[config.mk]
export PLATFORM = sky130hd
export DESIGN_NAME = pipe_ctrl_unit_flat
export DESIGN_NICKNAME = d
export VERILOG_FILES = /design/src/rtl/pipe_ctrl_unit_if.sv /design/src/rtl/pipe_ctrl_unit.sv /design/src/flat_wrapper.sv
export SDC_FILE = /design/constraint.sdc
export NUM_CORES = 1
export LEC_CHECK = 0
export BUFFER_PORTS_ARGS = -buffer_cell sky130_fd_sc_hd__buf_4
export CORE_UTILIZATION = 51
export CTS_CLUSTER_DIAMETER = 100
export DETAILED_ROUTE_END_ITERATION = 16
export PLACE_DENSITY_LB_ADDON = 0.25
export SETUP_SLACK_MARGIN = 0.4
export SLEW_MARGIN = 20
export SYNTH_ARGS = -nofsm -noshare
export SYNTH_HDL_FRONTEND = slang
export SYNTH_SLANG_ARGS = --single-unit
[constraint.sdc]
create_clock -name clk -period 4.4 [get_ports clk]
set_clock_uncertainty 0.1 [all_clocks]
set_input_delay 1.1 -clock clk [delete_from_list [all_inputs] [get_ports clk]]
set_output_delay 1.1 -clock clk [all_outputs]
set_load 0.05 [all_outputs]
[src/rtl/pipe_ctrl_unit_if.sv]
// pipe_ctrl_unit_if
//   Bundles the ID-stage decode inputs and all control/tag/counter outputs of
//   the pipelined MIPS control unit.
//   slave  : control-unit side (drives pc/ifid controls, stage controls, tags,
//            forwarding selects and performance counters)
//   master : datapath side (drives the ID opcode/register fields and ex_zero)
//   Parameters: OP_W opcode width, REG_W register-address width,
//               CNT_W performance counter width.
interface pipe_ctrl_unit_if #(
    parameter int unsigned OP_W  = 6,
    parameter int unsigned REG_W = 5,
    parameter int unsigned CNT_W = 16
);
    // Datapath -> control
    logic [OP_W-1:0]  id_op;
    logic [REG_W-1:0] id_rs;
    logic [REG_W-1:0] id_rt;
    logic [REG_W-1:0] id_rd;
    logic             ex_zero;

    // Control -> datapath
    logic             pc_write;
    logic             ifid_write;
    logic             ifid_flush;
    logic             pc_src_branch;
    logic             pc_src_jump;
    logic             ex_regdst;
    logic             ex_alusrc;
    logic [1:0]       ex_aluop;
    logic             mem_read;
    logic             mem_write;
    logic             wb_memtoreg;
    logic             wb_regwrite;
    logic [REG_W-1:0] ex_dest;
    logic [REG_W-1:0] mem_dest;
    logic [REG_W-1:0] wb_dest;
    logic [1:0]       fwd_a;
    logic [1:0]       fwd_b;
    logic [CNT_W-1:0] stall_cnt;
    logic [CNT_W-1:0] flush_cnt;

    modport master (
        output id_op, id_rs, id_rt, id_rd, ex_zero,
        input  pc_write, ifid_write, ifid_flush, pc_src_branch, pc_src_jump,
        input  ex_regdst, ex_alusrc, ex_aluop, mem_read, mem_write,
        input  wb_memtoreg, wb_regwrite, ex_dest, mem_dest, wb_dest,
        input  fwd_a, fwd_b, stall_cnt, flush_cnt
    );

    modport slave (
        input  id_op, id_rs, id_rt, id_rd, ex_zero,
        output pc_write, ifid_write, ifid_flush, pc_src_branch, pc_src_jump,
        output ex_regdst, ex_alusrc, ex_aluop, mem_read, mem_write,
        output wb_memtoreg, wb_regwrite, ex_dest, mem_dest, wb_dest,
        output fwd_a, fwd_b, stall_cnt, flush_cnt
    );
endinterface

[src/rtl/pipe_ctrl_unit.sv]
// pipe_ctrl_unit
//   Pipelined MIPS control unit. Decodes the ID opcode into EX/MEM/WB control
//   bundles, carries them with destination tags through ID/EX, EX/MEM and
//   MEM/WB, resolves EX-stage beq/bne, and generates stall/bubble/flush for
//   load-use and branch/jump hazards. Saturating stall and flush counters.
//   Ports:
//     clk   : rising-edge clock
//     reset : asynchronous active-high reset
//     bus   : pipe_ctrl_unit_if.slave (ID fields, ex_zero in; PC/IF-ID
//             controls, stage controls, tags, forwarding selects, counters out)
//   Build option:
//     PIPE_CTRL_FORWARD_EN defined   -> forwarding unit drives fwd_a/fwd_b.
//     PIPE_CTRL_FORWARD_EN undefined -> fwd_a/fwd_b are 00 and any RAW
//       dependence on EX or MEM stalls instead (WB writes before RF read).
module pipe_ctrl_unit #(
    parameter int unsigned OP_W  = 6,
    parameter int unsigned REG_W = 5,
    parameter int unsigned CNT_W = 16
) (
    input logic             clk,
    input logic             reset,
    pipe_ctrl_unit_if.slave bus
);

    localparam logic [OP_W-1:0] OP_R    = OP_W'(6'h00);
    localparam logic [OP_W-1:0] OP_J    = OP_W'(6'h02);
    localparam logic [OP_W-1:0] OP_BEQ  = OP_W'(6'h04);
    localparam logic [OP_W-1:0] OP_BNE  = OP_W'(6'h05);
    localparam logic [OP_W-1:0] OP_ADDI = OP_W'(6'h08);
    localparam logic [OP_W-1:0] OP_LW   = OP_W'(6'h23);
    localparam logic [OP_W-1:0] OP_SW   = OP_W'(6'h2B);

    typedef struct packed {
        logic       regdst;
        logic       alusrc;
        logic [1:0] aluop;
        logic       memread;
        logic       memwrite;
        logic       memtoreg;
        logic       regwrite;
        logic       beq;
        logic       bne;
    } ctrl_t;

    // ------------------------------------------------------------------
    // ID decode
    // ------------------------------------------------------------------
    ctrl_t            id_ctrl;
    logic             id_jump;
    logic             id_uses_rs;
    logic             id_uses_rt;
    logic [REG_W-1:0] id_dest;

    always_comb begin
        id_ctrl = '0;
        id_jump = 1'b0;
        case (bus.id_op)
            OP_R: begin
                id_ctrl.regdst   = 1'b1;
                id_ctrl.regwrite = 1'b1;
                id_ctrl.aluop    = 2'b10;
            end
            OP_LW: begin
                id_ctrl.alusrc   = 1'b1;
                id_ctrl.memread  = 1'b1;
                id_ctrl.memtoreg = 1'b1;
                id_ctrl.regwrite = 1'b1;
            end
            OP_SW: begin
                id_ctrl.alusrc   = 1'b1;
                id_ctrl.memwrite = 1'b1;
            end
            OP_ADDI: begin
                id_ctrl.alusrc   = 1'b1;
                id_ctrl.regwrite = 1'b1;
            end
            OP_BEQ: begin
                id_ctrl.beq   = 1'b1;
                id_ctrl.aluop = 2'b01;
            end
            OP_BNE: begin
                id_ctrl.bne   = 1'b1;
                id_ctrl.aluop = 2'b01;
            end
            OP_J:    id_jump = 1'b1;
            default: ;
        endcase
        id_dest = id_ctrl.regdst ? bus.id_rd : bus.id_rt;
        // r0 is hard-wired: never mark it as written, so it never forwards/stalls
        if (id_dest == '0) begin
            id_ctrl.regwrite = 1'b0;
        end
        id_uses_rs = ~id_jump;
        id_uses_rt = (bus.id_op == OP_R) | (bus.id_op == OP_SW) |
                     (bus.id_op == OP_BEQ) | (bus.id_op == OP_BNE);
    end

    // ------------------------------------------------------------------
    // Pipeline state
    // ------------------------------------------------------------------
    ctrl_t            ex_ctrl_q, ex_ctrl_d;
    logic [REG_W-1:0] ex_dest_q, ex_dest_d;
    logic             mem_memread_q, mem_memwrite_q, mem_memtoreg_q, mem_regwrite_q;
    logic [REG_W-1:0] mem_dest_q;
    logic             wb_memtoreg_q, wb_regwrite_q;
    logic [REG_W-1:0] wb_dest_q;
    logic [CNT_W-1:0] stall_cnt_q, stall_cnt_d;
    logic [CNT_W-1:0] flush_cnt_q, flush_cnt_d;

    // True when a producer (dest/we) feeds a register the ID instruction reads.
    function automatic logic reads_dest(input logic [REG_W-1:0] dest,
                                        input logic             we,
                                        input logic             use_rs,
                                        input logic             use_rt,
                                        input logic [REG_W-1:0] rs,
                                        input logic [REG_W-1:0] rt);
        return we && (dest != '0) &&
               ((use_rs && (dest == rs)) || (use_rt && (dest == rt)));
    endfunction

    logic br_taken;
    logic load_use;
    logic hazard;

    assign br_taken = (ex_ctrl_q.beq & bus.ex_zero) | (ex_ctrl_q.bne & ~bus.ex_zero);
    assign load_use = reads_dest(ex_dest_q, ex_ctrl_q.memread, id_uses_rs, id_uses_rt,
                                 bus.id_rs, bus.id_rt);

`ifdef PIPE_CTRL_FORWARD_EN
    assign hazard = load_use;
`else
    assign hazard = load_use |
                    reads_dest(ex_dest_q, ex_ctrl_q.regwrite, id_uses_rs, id_uses_rt,
                               bus.id_rs, bus.id_rt) |
                    reads_dest(mem_dest_q, mem_regwrite_q, id_uses_rs, id_uses_rt,
                               bus.id_rs, bus.id_rt);
`endif

    // ------------------------------------------------------------------
    // Hazard / PC control (taken branch > hazard > jump > normal)
    // ------------------------------------------------------------------
    logic pc_write, ifid_write, ifid_flush, pc_src_branch, pc_src_jump;
    logic bubble, stall;

    always_comb begin
        pc_write      = 1'b1;
        ifid_write    = 1'b1;
        ifid_flush    = 1'b0;
        pc_src_branch = 1'b0;
        pc_src_jump   = 1'b0;
        bubble        = 1'b0;
        stall         = 1'b0;
        if (reset) begin
            // hold the documented reset values even if ID shows a jump
        end else if (br_taken) begin
            pc_src_branch = 1'b1;
            ifid_flush    = 1'b1;
            bubble        = 1'b1;
        end else if (hazard) begin
            pc_write   = 1'b0;
            ifid_write = 1'b0;
            bubble     = 1'b1;
            stall      = 1'b1;
        end else if (id_jump) begin
            pc_src_jump = 1'b1;
            ifid_flush  = 1'b1;
            bubble      = 1'b1;
        end
    end

    always_comb begin
        ex_ctrl_d   = bubble ? '0 : id_ctrl;
        ex_dest_d   = bubble ? '0 : id_dest;
        stall_cnt_d = (stall && (stall_cnt_q != '1)) ? stall_cnt_q + 1'b1 : stall_cnt_q;
        flush_cnt_d = (ifid_flush && (flush_cnt_q != '1)) ? flush_cnt_q + 1'b1 : flush_cnt_q;
    end

    always_ff @(posedge clk or posedge reset) begin
        if (reset) begin
            ex_ctrl_q      <= '0;
            ex_dest_q      <= '0;
            mem_memread_q  <= 1'b0;
            mem_memwrite_q <= 1'b0;
            mem_memtoreg_q <= 1'b0;
            mem_regwrite_q <= 1'b0;
            mem_dest_q     <= '0;
            wb_memtoreg_q  <= 1'b0;
            wb_regwrite_q  <= 1'b0;
            wb_dest_q      <= '0;
            stall_cnt_q    <= '0;
            flush_cnt_q    <= '0;
        end else begin
            ex_ctrl_q      <= ex_ctrl_d;
            ex_dest_q      <= ex_dest_d;
            mem_memread_q  <= ex_ctrl_q.memread;
            mem_memwrite_q <= ex_ctrl_q.memwrite;
            mem_memtoreg_q <= ex_ctrl_q.memtoreg;
            mem_regwrite_q <= ex_ctrl_q.regwrite;
            mem_dest_q     <= ex_dest_q;
            wb_memtoreg_q  <= mem_memtoreg_q;
            wb_regwrite_q  <= mem_regwrite_q;
            wb_dest_q      <= mem_dest_q;
            stall_cnt_q    <= stall_cnt_d;
            flush_cnt_q    <= flush_cnt_d;
        end
    end

    // ------------------------------------------------------------------
    // Forwarding
    // ------------------------------------------------------------------
`ifdef PIPE_CTRL_FORWARD_EN
    logic [REG_W-1:0] ex_rs_q, ex_rs_d;
    logic [REG_W-1:0] ex_rt_q, ex_rt_d;

    assign ex_rs_d = bubble ? '0 : bus.id_rs;
    assign ex_rt_d = bubble ? '0 : bus.id_rt;

    always_ff @(posedge clk or posedge reset) begin
        if (reset) begin
            ex_rs_q <= '0;
            ex_rt_q <= '0;
        end else begin
            ex_rs_q <= ex_rs_d;
            ex_rt_q <= ex_rt_d;
        end
    end

    // EX/MEM result is newer than MEM/WB, so it wins.
    function automatic logic [1:0] fwd_sel(input logic [REG_W-1:0] src,
                                           input logic             m_we,
                                           input logic [REG_W-1:0] m_dest,
                                           input logic             w_we,
                                           input logic [REG_W-1:0] w_dest);
        if (m_we && (m_dest != '0) && (m_dest == src)) begin
            return 2'b10;
        end
        if (w_we && (w_dest != '0) && (w_dest == src)) begin
            return 2'b01;
        end
        return 2'b00;
    endfunction

    assign bus.fwd_a = fwd_sel(ex_rs_q, mem_regwrite_q, mem_dest_q, wb_regwrite_q, wb_dest_q);
    assign bus.fwd_b = fwd_sel(ex_rt_q, mem_regwrite_q, mem_dest_q, wb_regwrite_q, wb_dest_q);
`else
    assign bus.fwd_a = '0;
    assign bus.fwd_b = '0;
`endif

    // ------------------------------------------------------------------
    // Outputs
    // ------------------------------------------------------------------
    assign bus.pc_write      = pc_write;
    assign bus.ifid_write    = ifid_write;
    assign bus.ifid_flush    = ifid_flush;
    assign bus.pc_src_branch = pc_src_branch;
    assign bus.pc_src_jump   = pc_src_jump;
    assign bus.ex_regdst     = ex_ctrl_q.regdst;
    assign bus.ex_alusrc     = ex_ctrl_q.alusrc;
    assign bus.ex_aluop      = ex_ctrl_q.aluop;
    assign bus.mem_read      = mem_memread_q;
    assign bus.mem_write     = mem_memwrite_q;
    assign bus.wb_memtoreg   = wb_memtoreg_q;
    assign bus.wb_regwrite   = wb_regwrite_q;
    assign bus.ex_dest       = ex_dest_q;
    assign bus.mem_dest      = mem_dest_q;
    assign bus.wb_dest       = wb_dest_q;
    assign bus.stall_cnt     = stall_cnt_q;
    assign bus.flush_cnt     = flush_cnt_q;

endmodule

[src/flat_wrapper.sv]
// flat-port wrapper written by rule: the top's interface ports become plain ports
module pipe_ctrl_unit_flat 
#(
    parameter int unsigned OP_W  = 6,
    parameter int unsigned REG_W = 5,
    parameter int unsigned CNT_W = 16
)
  (clk, reset, bus_id_op, bus_id_rs, bus_id_rt, bus_id_rd, bus_ex_zero, bus_pc_write, bus_ifid_write, bus_ifid_flush, bus_pc_src_branch, bus_pc_src_jump, bus_ex_regdst, bus_ex_alusrc, bus_ex_aluop, bus_mem_read, bus_mem_write, bus_wb_memtoreg, bus_wb_regwrite, bus_ex_dest, bus_mem_dest, bus_wb_dest, bus_fwd_a, bus_fwd_b, bus_stall_cnt, bus_flush_cnt);
  pipe_ctrl_unit_if #(.OP_W(OP_W), .REG_W(REG_W), .CNT_W(CNT_W)) bus_i ();
  input logic clk;
  input logic reset;
  input wire logic [$bits(bus_i.id_op)-1:0] bus_id_op;
  input wire logic [$bits(bus_i.id_rs)-1:0] bus_id_rs;
  input wire logic [$bits(bus_i.id_rt)-1:0] bus_id_rt;
  input wire logic [$bits(bus_i.id_rd)-1:0] bus_id_rd;
  input wire logic [$bits(bus_i.ex_zero)-1:0] bus_ex_zero;
  output wire logic [$bits(bus_i.pc_write)-1:0] bus_pc_write;
  output wire logic [$bits(bus_i.ifid_write)-1:0] bus_ifid_write;
  output wire logic [$bits(bus_i.ifid_flush)-1:0] bus_ifid_flush;
  output wire logic [$bits(bus_i.pc_src_branch)-1:0] bus_pc_src_branch;
  output wire logic [$bits(bus_i.pc_src_jump)-1:0] bus_pc_src_jump;
  output wire logic [$bits(bus_i.ex_regdst)-1:0] bus_ex_regdst;
  output wire logic [$bits(bus_i.ex_alusrc)-1:0] bus_ex_alusrc;
  output wire logic [$bits(bus_i.ex_aluop)-1:0] bus_ex_aluop;
  output wire logic [$bits(bus_i.mem_read)-1:0] bus_mem_read;
  output wire logic [$bits(bus_i.mem_write)-1:0] bus_mem_write;
  output wire logic [$bits(bus_i.wb_memtoreg)-1:0] bus_wb_memtoreg;
  output wire logic [$bits(bus_i.wb_regwrite)-1:0] bus_wb_regwrite;
  output wire logic [$bits(bus_i.ex_dest)-1:0] bus_ex_dest;
  output wire logic [$bits(bus_i.mem_dest)-1:0] bus_mem_dest;
  output wire logic [$bits(bus_i.wb_dest)-1:0] bus_wb_dest;
  output wire logic [$bits(bus_i.fwd_a)-1:0] bus_fwd_a;
  output wire logic [$bits(bus_i.fwd_b)-1:0] bus_fwd_b;
  output wire logic [$bits(bus_i.stall_cnt)-1:0] bus_stall_cnt;
  output wire logic [$bits(bus_i.flush_cnt)-1:0] bus_flush_cnt;
  assign bus_i.id_op = bus_id_op;
  assign bus_i.id_rs = bus_id_rs;
  assign bus_i.id_rt = bus_id_rt;
  assign bus_i.id_rd = bus_id_rd;
  assign bus_i.ex_zero = bus_ex_zero;
  assign bus_pc_write = bus_i.pc_write;
  assign bus_ifid_write = bus_i.ifid_write;
  assign bus_ifid_flush = bus_i.ifid_flush;
  assign bus_pc_src_branch = bus_i.pc_src_branch;
  assign bus_pc_src_jump = bus_i.pc_src_jump;
  assign bus_ex_regdst = bus_i.ex_regdst;
  assign bus_ex_alusrc = bus_i.ex_alusrc;
  assign bus_ex_aluop = bus_i.ex_aluop;
  assign bus_mem_read = bus_i.mem_read;
  assign bus_mem_write = bus_i.mem_write;
  assign bus_wb_memtoreg = bus_i.wb_memtoreg;
  assign bus_wb_regwrite = bus_i.wb_regwrite;
  assign bus_ex_dest = bus_i.ex_dest;
  assign bus_mem_dest = bus_i.mem_dest;
  assign bus_wb_dest = bus_i.wb_dest;
  assign bus_fwd_a = bus_i.fwd_a;
  assign bus_fwd_b = bus_i.fwd_b;
  assign bus_stall_cnt = bus_i.stall_cnt;
  assign bus_flush_cnt = bus_i.flush_cnt;
  pipe_ctrl_unit #(.OP_W(OP_W), .REG_W(REG_W), .CNT_W(CNT_W)) u_core (.clk(clk), .reset(reset), .bus(bus_i));
endmodule
# After elaboration in Yosys (flattened, before gate mapping)
# Cells that the tools add are included.
# word_totals
register_bits	63
output_inout_bits	64
wordCells	95
# op_classes
addsub	2
n_bitwise	10
n_eq_ne	12
mux	30
n_reduce_logical	21
# op_table
cell	n
$add A16 B1 Y16 const B	2
$ne A16 B16 Y1 const B	2
$mux W1	26
$eq A5 B5 Y1	4
$eq A6 B3 Y1 const B	2
$eq A6 B6 Y1 const B	2
$logic_and A1 B1 Y1	12
$mux W10	1
$mux W5	2
$reduce_bool A5 Y1	2
$eq A6 B2 Y1 const B	1
$eq A6 B4 Y1 const B	1
$logic_not A6 Y1	1
$or A1 B1 Y1	6
$reduce_or A3 Y1	2
$logic_not A5 Y1	1
$pmux W2 S2	1
$and A1 B1 Y1	2
$logic_or A1 B1 Y1	2
$not A1 Y1	2
$reduce_or A2 Y1	1

# Logic depth before layout (Yosys ltp)
# logic_depth
word_depth	13
ltp_mapped	8
ltp_nobuf	7

# Worst setup path before layout
# Ideal clock, no wire load.
# synth_timing
kind	in2out
startpoint	input port reset
endpoint	output port bus_pc_src_jump
arrival_ns	3.614
cell_stages	3
n_path_buf	0
slack_ns	-0.414
cell_sequence	inv_1 > nand2_1 > nor2_1
# synth_via
elab_chain_len	1
# synth_lines
element	line_no	rtl
start: declaration	flat_wrapper.sv:11	input logic reset;
$mux W1	pipe_ctrl_unit.sv:153	if (reset) begin
end: declaration	flat_wrapper.sv:21	output wire logic [$bits(bus_i.pc_src_jump)-1:0] bus_pc_src_jump;
# No other way between the ends.

# Worst setup path after layout
# layout_timing
startpoint	input port bus_id_op[0]
endpoint	output port bus_pc_write
# layout_via
elab_chain_len	12
# layout_lines
element	line_no	rtl
start: declaration	flat_wrapper.sv:12	input wire logic [$bits(bus_i.id_op)-1:0] bus_id_op;
$eq A6 B6 Y1 / $logic_not A6 Y1 (equally long branches)	pipe_ctrl_unit.sv:94	id_uses_rt = (bus.id_op == OP_R) | (bus.id_op == OP_SW) |
$or A1 B1 Y1 (2 in series)	pipe_ctrl_unit.sv:94	
$or A1 B1 Y1	pipe_ctrl_unit.sv:95	(bus.id_op == OP_BEQ) | (bus.id_op == OP_BNE);
$logic_and A1 B1 Y1	pipe_ctrl_unit.sv:118	((use_rs && (dest == rs)) || (use_rt && (dest == rt)));
$logic_or A1 B1 Y1	pipe_ctrl_unit.sv:118	
$logic_and A1 B1 Y1	pipe_ctrl_unit.sv:117	return we && (dest != '0) &&
$or A1 B1 Y1	pipe_ctrl_unit.sv:132	assign hazard = load_use |
$or A1 B1 Y1 (*)	pipe_ctrl_unit.sv:134	bus.id_rs, bus.id_rt) |
$mux W1 (*)	pipe_ctrl_unit.sv:159	end else if (hazard) begin
$mux W1 (*)	pipe_ctrl_unit.sv:155	end else if (br_taken) begin
$mux W1 (*)	pipe_ctrl_unit.sv:153	
end: declaration	flat_wrapper.sv:17	output wire logic [$bits(bus_i.pc_write)-1:0] bus_pc_write;
# Mark *: on every way between the ends. The rest lies on a longest branch, timed or not.

==> flow_metrics.tcl <==
set metrics [dict create \
    status "finished, final reports clean" \
    worstPathRequired_ns 3.20 \
    hp-class "reg2reg" \
    grt-ovfl-total 0 \
    fill_cells 442 \
    cts-root-buf "clkbuf_8" \
    slew_viol_final 0 \
    cp_data_arrival_time_ns 2.61 \
    cts_buffers 9 \
    die-area_sq_um 6060 \
    p_per_area_nw_per_um2 339 \
    crit_type "in2out" \
    yosysWarningCount 0 \
    num_vias 2319 \
    yosys_most_used_dff "dfrtp_1" \
    clk_pin_slew_ns 0.06 \
    synth_area_sq_um 2930 \
    critPathCaptureType "output pin" \
    grt_pass1_wl_mm 10.4 \
    period_minus_slack_ns 3.81 \
    htreeDepth 3 \
    dr.pass1.iters 4 \
    track_usage 0.228 \
    setup_viol 0 \
    avgRoutedWirePerCell_um 15.0 \
    syn_avg_cell_area_sq_um 10.9 \
    ir_drop_uv 200 \
    clockBufferDepth 2 \
    antenna_found_initial 0 \
    dp_hpwl_mm 4.67 \
    ios 88 \
    synth-seq-cells 60 \
    die_y_um 77.9 \
    fmax_ghz 0.262 \
    clk_latency_ns 0.34 \
    path_max_fanout 6 \
    grt_max_degree 29 \
    final-hold-violation-count 0 \
    p_leak_nw 1.89 \
    gp_congestion 0.799 \
    start_util 0.530 \
    max_slew_margin 0.505 \
    cp-start-kind "input pin" \
    cap_violations 0 \
    nets 386 \
    min_period_over_period 0.867 \
    n_antenna_cell 0 \
    routed_wl_mm 6.53 \
    cts_hold_buf 0 \
    cts.repair.resized 0 \
    seq_area_frac_synth 0.512 \
    synth-edff-count 0 \
    die_w_um 77.9 \
    total_power_mw 1.30 \
    syn2layout_area_growth_pct 30.4 \
    rows 27 \
    netlist_instances 270 \
    cts_tree "done" \
    drc 0 \
    drt_first_iter_violations 116 \
    grt_pass1_vias 2145 \
    rsz0062_at_grt "false" \
    cts_sinks 60 \
    ys_async_sr_fraction 1.00 \
    drive_above_1_share 0.346 \
    worstMarginPinSlew_ns 0.743 \
    cts_setup_buffers 0 \
    synth_cell_types 44 \
    viasPerCell 5.32 \
    port_buffers 83 \
    ant_nets 0 \
    final.setup.tns_ns 0 \
    core_sq_um 5540 \
]
[sequential cells by signal, summed over array words and instances (netlist names)]
register	count
u_core.bus.mem_read	1
u_core.ex_ctrl_q	5
u_core.bus.wb_regwrite	1
u_core.bus.ex_alusrc	1
u_core.bus.wb_memtoreg	1
u_core.bus.flush_cnt	16
u_core.bus.mem_write	1
u_core.bus.wb_dest	5
u_core.bus.stall_cnt	16
u_core.bus.ex_dest	5
u_core.bus.ex_aluop	2
u_core.bus.mem_dest	5
u_core.mem_regwrite_q	1
[critical path, cell delays in order]
cell,delay (ns)
buf_4,0.13
and4b_1,0.24
a32oi_1,0.33
nor4_2,0.12
nor4_4,0.31
nand2b_4,0.18
buf_4,0.20
[layout by cell type, fill, tap and decap left out, drive strengths merged, types with 2 or more instances in the layout]
cell type / instances
conb: 4
nand2b: 2
and2: 2
nand2: 25
ha: 2
clkbuf: 14
xnor2: 28
or4: 4
nand3: 20
nor4: 13
xor2: 22
inv: 6
nor2: 16
and3: 5
nand4: 9
buf: 88
and4: 2
nor4b: 4
dfrtp: 60
a21oi: 8
mux2: 2
nor3: 14
[report_power, final]
part	switching, mW	internal (mW)
Clock	0.210	0.262
Combinational	0.145	0.0735
Sequential	0.0308	0.573
Total	0.386	0.909
[routing by layer]
layer  part of all wire  vias up  global-route usage
li1                   -     1113                   -
met1               0.43     1122               0.292
met2               0.50       70               0.355
met3              0.043       14              0.0482
met4              0.029        0               0.136
met5                  0        -                   0
[kinds of logic (layout without fill, tap and decap cells)]
group / after synthesis / after routing / share of synthesized area
compound gates: 15 / 15 / 0.0418
fa+ha+maj: 2 / 2 / 0.00853
mux: 3 / 3 / 0.0111
xor+xnor: 50 / 50 / 0.149
buf+inv: 19 / 110 / 0.0388
simple gates: 120 / 120 / 0.238
other cells: 1 / 4 / 0.00128
flops: 60 / 60 / 0.512
[layout make-up]
type / instances / area [sq um] / area share
Sequential cell: 60 / 1500 / 0.392
Multi-Input combinational cell: 194 / 1360 / 0.354
Tap cell: 72 / 90.1 / 0.0235
Inverter: 7 / 30.0 / 0.00785
Clock buffer: 14 / 183 / 0.0477
Clock inverter: 1 / 5.00 / 0.00131
Timing Repair Buffer: 88 / 661 / 0.173
[metrics by stage]
| stage | cell area [sq um] | utilization | setup slack [ns] | hold WS (ns) | cells |
|---|---|---|---|---|---|
| floorplan | 2970 | - | 0.354 | 0.231 | 273 |
| global placement | 3620 | 0.653 | 0.529 | 0.241 | 421 |
| detailed placement | 3620 | 0.653 | 0.524 | 0.240 | 421 |
| CTS | 3810 | 0.687 | 0.499 | 0.254 | 436 |
| global route | 3830 | 0.691 | 0.467 | 0.279 | 436 |
| finish | 3830 | 0.691 | 0.585 | 0.255 | 436 |
[synth_stat cells, types with 2 or more instances]
cell,number,share of area
nand4_1,8,0.017
dfrtp_1,60,0.51
nand2b_1,2,0.0043
nor2_1,15,0.019
nand3_1,20,0.034
a21oi_2,6,0.018
nor4b_1,4,0.012
inv_1,7,0.0090
and4_1,2,0.0060
and2_1,2,0.0043
and3_1,5,0.011
ha_1,2,0.0085
buf_4,7,0.018
nor4_2,4,0.017
or4_1,4,0.010
a21oi_1,2,0.0034
nor3_1,11,0.019
nor4_1,8,0.017
nand2_1,25,0.032
xnor2_1,28,0.084
nor3_2,3,0.010
buf_6,2,0.0077
xor2_1,22,0.066
[final timing paths]
check / start / to / slack [ns] / cells after the start
worst max-delay path: bus_id_op[0] / bus_pc_write / 0.59 / 7
worst min-delay path: u_core.ex_ctrl_q[4] / u_core.bus.mem_write / 0.26 / 0
worst max register to register: u_core.bus.mem_dest[0] / u_core.ex_ctrl_q[2] / 1.76 / 7
worst min register to register: u_core.ex_ctrl_q[4] / u_core.bus.mem_write / 0.26 / 0
max in group asynchronous: reset / u_core.bus.flush_cnt[13] / 2.85 / 3
min in group asynchronous: reset / u_core.bus.ex_dest[4] / 0.69 / 2
(Power assumes the default switching activity.)
